`src/rtl/tiles_pkg.sv`:
```
// Shared constants, lane type, one-hot helper and sequencer state encoding
// for the piano-tiles lane sequencer.
package tiles_pkg;

  localparam int unsigned NUM_LANES = 4;

  // Galois LFSR x^16+x^14+x^13+x^11+1, right-shifting form
  localparam logic [15:0] LFSR_SEED = 16'hACE1;
  localparam logic [15:0] LFSR_TAPS = 16'hB400;

  typedef logic [1:0] lane_t;

  typedef enum logic [1:0] {
    IDLE = 2'd0,
    ARM  = 2'd1,
    RUN  = 2'd2
  } seq_state_t;

  function automatic logic [NUM_LANES-1:0] onehot4(input lane_t l);
    logic [NUM_LANES-1:0] v;
    v    = '0;
    v[l] = 1'b1;
    return v;
  endfunction

endpackage

```
`src/rtl/tile_seq_lfsr16.sv`:
```
// 16-bit Galois LFSR used as the lane-choice entropy source; advances on step.
module lfsr16
  import tiles_pkg::*;
(
  input  logic        clk_d,
  input  logic        rst,
  input  logic        step,
  output logic [15:0] q
);

  always_ff @(posedge clk_d or posedge rst) begin
    if (rst)
      q <= LFSR_SEED;
    else if (step)
      q <= (q >> 1) ^ (q[0] ? LFSR_TAPS : '0);
  end

endmodule

```
`src/rtl/tile_seq.sv`:
```
// Lane sequencer: picks the lane of each new tile row and paces row issue
// from VGA frame ticks, shortening the row period as rows accumulate.
module tile_seq
  import tiles_pkg::*;
#(
  parameter int unsigned PERIOD_INIT  = 150,
  parameter int unsigned PERIOD_MIN   = 40,
  parameter int unsigned PERIOD_STEP  = 10,
  parameter int unsigned SPEEDUP_ROWS = 8,
  parameter bit          NO_REPEAT    = 1'b1
) (
  input  logic       clk_d,
  input  logic       rst,
  input  logic [9:0] pixel_x,
  input  logic [9:0] pixel_y,
  input  logic       run,
  output logic [3:0] state,
  output logic       st_chng,
  output logic [9:0] row_count,
  output logic [7:0] period
);

  localparam logic [7:0] P_INIT   = 8'(PERIOD_INIT);
  localparam logic [7:0] P_MIN    = 8'(PERIOD_MIN);
  localparam logic [7:0] P_STEP   = 8'(PERIOD_STEP);
  localparam logic [8:0] P_FLOOR  = {1'b0, P_MIN} + {1'b0, P_STEP};
  localparam logic [9:0] SPD_LAST = 10'(SPEEDUP_ROWS - 1);
  localparam logic [9:0] RC_MAX   = 10'd1023;

  seq_state_t  fsm;
  logic        at00, at00_q, ft;
  logic [15:0] lfsr_q;
  logic        lfsr_step;
  logic        lfsr_unused;
  lane_t       cand, lane, last_lane;
  logic [7:0]  frame_cnt;
  logic [9:0]  spd_cnt;
  logic        issue, rc_sat, speedup;
  logic [7:0]  period_dec;
  logic [3:0]  new_state;

  assign at00 = (pixel_x == '0) && (pixel_y == '0);

  // One tick per frame regardless of how long (0,0) is held
  always_ff @(posedge clk_d or posedge rst) begin
    if (rst) begin
      at00_q <= 1'b0;
      ft     <= 1'b0;
    end else begin
      at00_q <= at00;
      ft     <= at00 & ~at00_q;
    end
  end

  lfsr16 u_lfsr (
    .clk_d (clk_d),
    .rst   (rst),
    .step  (lfsr_step),
    .q     (lfsr_q)
  );

  assign lfsr_unused = ^lfsr_q[15:2];

  always_comb begin
    cand = lfsr_q[1:0];
    lane = cand;
    if (NO_REPEAT && (cand == last_lane))
      lane = cand + 2'd1;
    new_state = onehot4(lane);

    issue = 1'b0;
    if (run && ft) begin
      case (fsm)
        ARM:     issue = 1'b1;
        RUN:     issue = (frame_cnt == period - 8'd1);
        default: issue = 1'b0;
      endcase
    end

    // Idle time before start feeds entropy; in play only row issues advance it
    lfsr_step = (fsm == IDLE) || issue;

    rc_sat     = (row_count == RC_MAX);
    speedup    = issue && !rc_sat && (spd_cnt == SPD_LAST);
    period_dec = ({1'b0, period} >= P_FLOOR) ? (period - P_STEP) : P_MIN;
  end

  always_ff @(posedge clk_d or posedge rst) begin
    if (rst) begin
      fsm       <= IDLE;
      state     <= '0;
      st_chng   <= 1'b0;
      row_count <= '0;
      period    <= P_INIT;
      frame_cnt <= '0;
      spd_cnt   <= '0;
      last_lane <= '0;
    end else begin
      st_chng <= 1'b0;
      if (!run) begin
        fsm       <= IDLE;
        state     <= '0;
        st_chng   <= (state != '0);
        row_count <= '0;
        period    <= P_INIT;
        frame_cnt <= '0;
        spd_cnt   <= '0;
      end else begin
        case (fsm)
          IDLE:    fsm <= ARM;
          ARM:     if (ft) fsm <= RUN;
          RUN:     if (ft) frame_cnt <= issue ? '0 : frame_cnt + 8'd1;
          default: fsm <= IDLE;
        endcase

        if (issue) begin
          state     <= new_state;
          st_chng   <= (new_state != state);
          last_lane <= lane;
          if (!rc_sat) begin
            row_count <= row_count + 10'd1;
            spd_cnt   <= (spd_cnt == SPD_LAST) ? '0 : spd_cnt + 10'd1;
          end
          if (speedup)
            period <= period_dec;
        end
      end
    end
  end

endmodule

```
`config.mk`:
```
export PLATFORM = sky130hd
export DESIGN_NAME = tile_seq
export DESIGN_NICKNAME = d
export VERILOG_FILES = /design/src/rtl/tiles_pkg.sv /design/src/rtl/tile_seq_lfsr16.sv /design/src/rtl/tile_seq.sv
export SDC_FILE = /design/constraint.sdc
export NUM_CORES = 1
export LEC_CHECK = 0
export ABC_CLOCK_PERIOD_IN_PS = 4000
export CAP_MARGIN = 10
export CELL_PAD_IN_SITES_DETAIL_PLACEMENT = 1
export CELL_PAD_IN_SITES_GLOBAL_PLACEMENT = 1
export CORE_AREA = 8 8 80 134
export CTS_CLUSTER_SIZE = 14
export DETAILED_ROUTE_END_ITERATION = 8
export DIE_AREA = 0 0 88 142
export PLACE_DENSITY_LB_ADDON = 0.1
export SLEW_MARGIN = 15
export SYNTH_ARGS = -nofsm -noshare
export SYNTH_HDL_FRONTEND = slang
export SYNTH_HIERARCHICAL = 1
export SYNTH_SLANG_ARGS = --single-unit
export TNS_END_PERCENT = 20
```
`constraint.sdc`:
```
create_clock -name clk_d -period 4 [get_ports clk_d]
set_input_delay 0.8 -clock clk_d [delete_from_list [all_inputs] [get_ports clk_d]]
set_output_delay 0.8 -clock clk_d [all_outputs]
set_load 0.03 [all_outputs]
```
Word level (Yosys, flattened, before mapping)
Index checks and enable logic that the tools add are counted.

operators by class
  add/subtract/negate cells = 6
  $lt $le $gt $ge = 3
  equality and inequality tests = 14
  multiplexer cells = 28
  bitwise gates (word level) = 3
  reduce and logical (&&, ||, !) cells = 16

operators by type and width
  cell                   count
  $mux 10                7
  $mux 8                 8
  $add 10x1->10 const B  2
  $logic_not 10->1       2
  $mux 16                1
  $xor 15x16->16         1
  $eq 10x10->1 const B   1
  $eq 10x3->1 const B    1
  $reduce_and 2->1       5
  $add 8x1->8 const B    1
  $eq 8x8->1             1
  $ge 8x6->1 const B     1
  $mux 4                 2
  $ne 2x1->1 const B     4
  $sub 8x1->8 const B    1
  $sub 8x4->8 const B    1
  $mux 2                 3
  $pmux 2 s3             1
  $logic_and 1x1->1      5
  $mux 1                 4
  $ne 2x2->1 const B     2
  $ne 4x4->1             1
  $reduce_bool 4->1      1
  $lt 2x3->1 const B     1
  other kinds (13)       13

word-level totals
  register bits after elaboration = 63
  word-level logic and storage cells = 81

Depth between registers and ports, before layout
  depth after elaboration = 9
  gate-level depth with buffers = 14
  gate-level depth less buffers = 10

Modules after synthesis
Netlist, hierarchy kept.

modules (own cells, without submodules)
  module    instances  cells an instance  area an instance (µm²)
  tile_seq  1          340                3056.7
  lfsr16    1          41                 659.4

Least setup slack after synthesis
No wires, ideal clock.

  path kind = reg2reg
  start = register period[2]
  end = register u_lfsr.q[3]
  data arrival time = 3.152 ns
  data required time = 3.875 ns
  slack = 0.723 ns
  stages on the path, launching flop included = 14
  clock period less this slack = 3.277 ns
  cell sequence = dfstp_2 > clkbuf_1 > inv_1 > ha_1 > buf_2 > o21ba_1 > a221o_1 > a2111oi_4 > or2_1 > nand2_1 > nand2b_1 > buf_6 > buf_12 > mux2_4

on the way
  longest elaborated chain between the ends = 5

ends and longest elaborated chain
  what                    line                   text
  from (decl)             tile_seq.sv:20         output logic [7:0] period
  from (signal assigned)  tile_seq.sv:125        period <= period_dec;
  $sub 8x1->8             tile_seq.sv:75         RUN: issue = (frame_cnt == period - 8'd1);
  $eq 8x8->1              tile_seq.sv:75
  $pmux 1 s2              tile_seq.sv:73         case (fsm)
  $mux 1                  tile_seq.sv:72         if (run && ft) begin
  $logic_or 1x1->1        tile_seq.sv:81         lfsr_step = (fsm == IDLE) || issue;
  via lfsr_step           tile_seq.sv:33         logic lfsr_step;
  to (signal assigned)    tile_seq_lfsr16.sv:15  q <= (q >> 1) ^ (q[0] ? LFSR_TAPS : '0);
  to (decl)               tile_seq_lfsr16.sv:8   output logic [15:0] q

The timed path passes the listed nets, and every way through them passes these cells.
A chain may end at the register's enable or synchronous reset.

Worst setup path in the final report
  start = register period[1]
  end = register u_lfsr.q[2]

Same word-level chain as after synthesis.

==> results by group <==
Outcome
  – Status: finished, final reports clean

Clock network
  – Hold_buf cts: 0
  – Sink Count: a little over 60
  – Clk slew on worst S/H paths: approximately 0.050 ns
  – CTS H-tree lvls: 3
  – TritonCTS clock tree: done
  – TritonCTS Buffers: 9
  – Deepest clock path buffer count: 2
  – Setup Buffers After CTS: 0
  – CTS resizes: 0
  – CTS root buf: clkbuf_16
  – Clk_lat worst skew: 0.33 ns

Drt
  – DRT iter0 DRCs: ~130
  – DR pass1 iterations: 4
  – DR vias: 3154
  – ANT nets after route: 0
  – WL/cell: approximately 19 um
  – Drt total wl: 10.4 mm
  – Vias per cell: roughly 5.8
  – DRC Markers: 0

Yosys
  – #FFs+latches synth: 62
  – Yosys cell types: 67
  – Sequential area share after synthesis: a little over two fifths
  – Synth area leader: dfrtp_1
  – Most frequent cell after synthesis: dfrtp_1
  – Ys Warns: 6
  – Cells after Synth: about 380
  – Yosys top cell area share: between 30% and 40%
  – Mapped Area: 3720 um^2
  – EDFF count, synth: 0
  – Synthesized area per cell: between 9 and 10 um^2
  – Top post-synthesis cells by count: 50 x dfrtp_1, 35 x nand2_1, 19 x o21ai_0
  – Synth Flop Type: dfrtp_1
  – Asr flop ratio synth: 100%
  – Top post-synthesis cells by area: dfrtp_1 34%, dfstp_2 8.5%, nand2_1 3.5%
  – Mapped Nets: approximately 400

Placement
  – Placed cells: about 530
  – Placed cell areas: between 4000 and 5000 um^2
  – # port buffers: 44
  – Routability cong.: about 0.8
  – DP Wirelength: between 7 and 8 mm
  – Dpl ws: 0.514 ns

Critical path
  – Critical path fanouts, max: 19
  – Critical path's top delay family: compound AO/OA/AOI/OAI gates
  – CP endpoint kind: flop
  – Crit Path Class: reg2reg
  – WP buf/inv: 2
  – Arrival @ worst endpoint: 3.73 ns
  – Worst path max stage delay: between 0.6 and 0.7 ns
  – Startpoint Class: flop
  – Crit-path slowest cell: dfstp_2
  – Crit path cell chain: inv_1, ha_1, o21ba_1, a221o_1, a2111oi_4, or2_1, nand2_1, nand2b_1, buf_4, mux2_2
  – CP required: 4.21 ns

Finish
  – ANT cells: 0
  – Filler cell count in the final layout: between 1000 and 1500
  – Nets: 449
  – Share of post-route cells with drive strength above 1: around 13%
  – Synth-to-Final Area Change: 20.4%
  – Final core utilization: 50.2%
  – Fin area: 4470 um^2
  – Final cell count without fillers: 543

Pwr
  – Power, Total: roughly 1.9 mW
  – Maximum VDD drop: 0.362 mV
  – Leakage: approximately 1.8 nW
  – Power Density: a little over 400 nW/um^2

Min path
  – Min-Delay Path Class: reg2reg

Timing
  – Crit path time final: 3.52 ns
  – Fin. max-slew vios: 0
  – Skew final: around 0.0052 ns
  – Setup TNS: 0 ns
  – Part of the cycle the worst path needs: between 80 and 90%
  – Final Hold Fails: 0
  – Final setup violation count: 0
  – RSZ-0062 raised after global routing: false
  – Fmax: about 0.28 GHz
  – Slew margin rel.: 40.5%
  – Hold_ws: between 0.4 and 0.5 ns
  – Worst setup margin: around 0.48 ns
  – Slew @ Worst Pin: just under 0.9 ns

GRT
  – Number of antenna violations at the first check in global routing: 0
  – Largest net degree at the start of global routing: 40
  – Total global-route track usage: 17.9%
  – Global route total overflow: 0
  – Number of global-route vias before repair: between 3000 and 4000
  – First-pass GRT wire length: 17.2 mm

Floorplan
  – I/O pins: 46
  – Initial Utilization: 41.7%
  – Core area: 8920 um^2
  – Row cnt: 46
  – Width of the die: ~90 um
  – DIE AREA: around 12000 um^2
  – Die height: approximately 140 um

Job
  – Max_cap viols: 0
==> state kept, by name, indices dropped and copies added (netlist names) <==
register and cells:
last_lane 2, u_lfsr/q 16, spd_cnt 10, ft 1, at00_q 1, period 7
fsm 2, frame_cnt 8, row_count 10, st_chng 1, state 4
==> power breakdown <==
part	switching [mW]	total, mW	internal (mW)
logic	0.142	0.310	0.169
registers	0.0903	0.841	0.751
clock network	0.265	0.700	0.436
total	0.497	1.85	1.35
==> logic make-up after synthesis <==
| group | count (synthesis) | synth area share (%) |
|---|---|---|
| AOI/OAI and AO/OA | 92 | 18.4 |
| xor gates and xnor gates | 15 | 3.54 |
| adders and majority gates | 8 | 2.69 |
| buffers and inverters | 38 | 5.19 |
| DFF | 62 | 42.2 |
| muxes | 24 | 7.31 |
| other | 1 | 0.101 |
| and+or+nand+nor | 141 | 20.6 |
==> final cells by class <==
cell class                      count  area (um^2)  share of cell area (%)
Clock inverter                      1         5.00                   0.112
Clock buffer                       15          258                    5.76
Multi-Input combinational cell    281         1960                    43.7
Timing Repair Buffer               50          485                    10.9
Inverter                           14         52.6                    1.17
Tap cell                          120          150                    3.36
Sequential cell                    62         1570                    35.0
==> routing by layer <==
metal,vias up,part of all wire [%],wire length [um],global-route usage [%]
met3,22,2.3,243,3.70
met1,1615,38,3920,18.3
met2,36,57,5880,32.8
met4,0,3.1,323,8.58
li1,1481,-,-,-
met5,-,0,0,0
==> final timing paths <==
kind                            from          end  slack, ns  cells past startpoint
min reg2reg                   at00_q           ft       0.40                      1
max                        period[1]  u_lfsr/q[2]       0.48                     10
min in group asynchronous        rst  u_lfsr/q[1]       0.90                      2
max in group asynchronous        rst    period[1]       2.29                      3
max reg2reg                period[1]  u_lfsr/q[2]       0.48                     10
min                           at00_q           ft       0.40                      1
==> layout by cell type, fill, tap and decap left out, drive strengths merged, types with 11 or more instances in the layout <==
| cell type | count |
|---|---|
| nand2 | 35 |
| mux2i | 11 |
| nand3 | 14 |
| clkbuf | 15 |
| o21ai | 20 |
| inv | 14 |
| a21oi | 17 |
| o31ai | 13 |
| nor2 | 19 |
| dfstp | 12 |
| dfrtp | 50 |
| mux2 | 13 |
| and3 | 14 |
| clkdlybuf4s50 | 44 |
==> worst register-to-register path, cell delays in order, from the launching register on <==
cell and delay, ns:
dfstp_2 0.63, inv_1 0.11, ha_1 0.32, o21ba_1 0.22, a221o_1 0.38, a2111oi_4 0.39, or2_1 0.26, nand2_1 0.27
nand2b_1 0.17, buf_4 0.27, mux2_2 0.38
(Power assumes the default switching activity.)
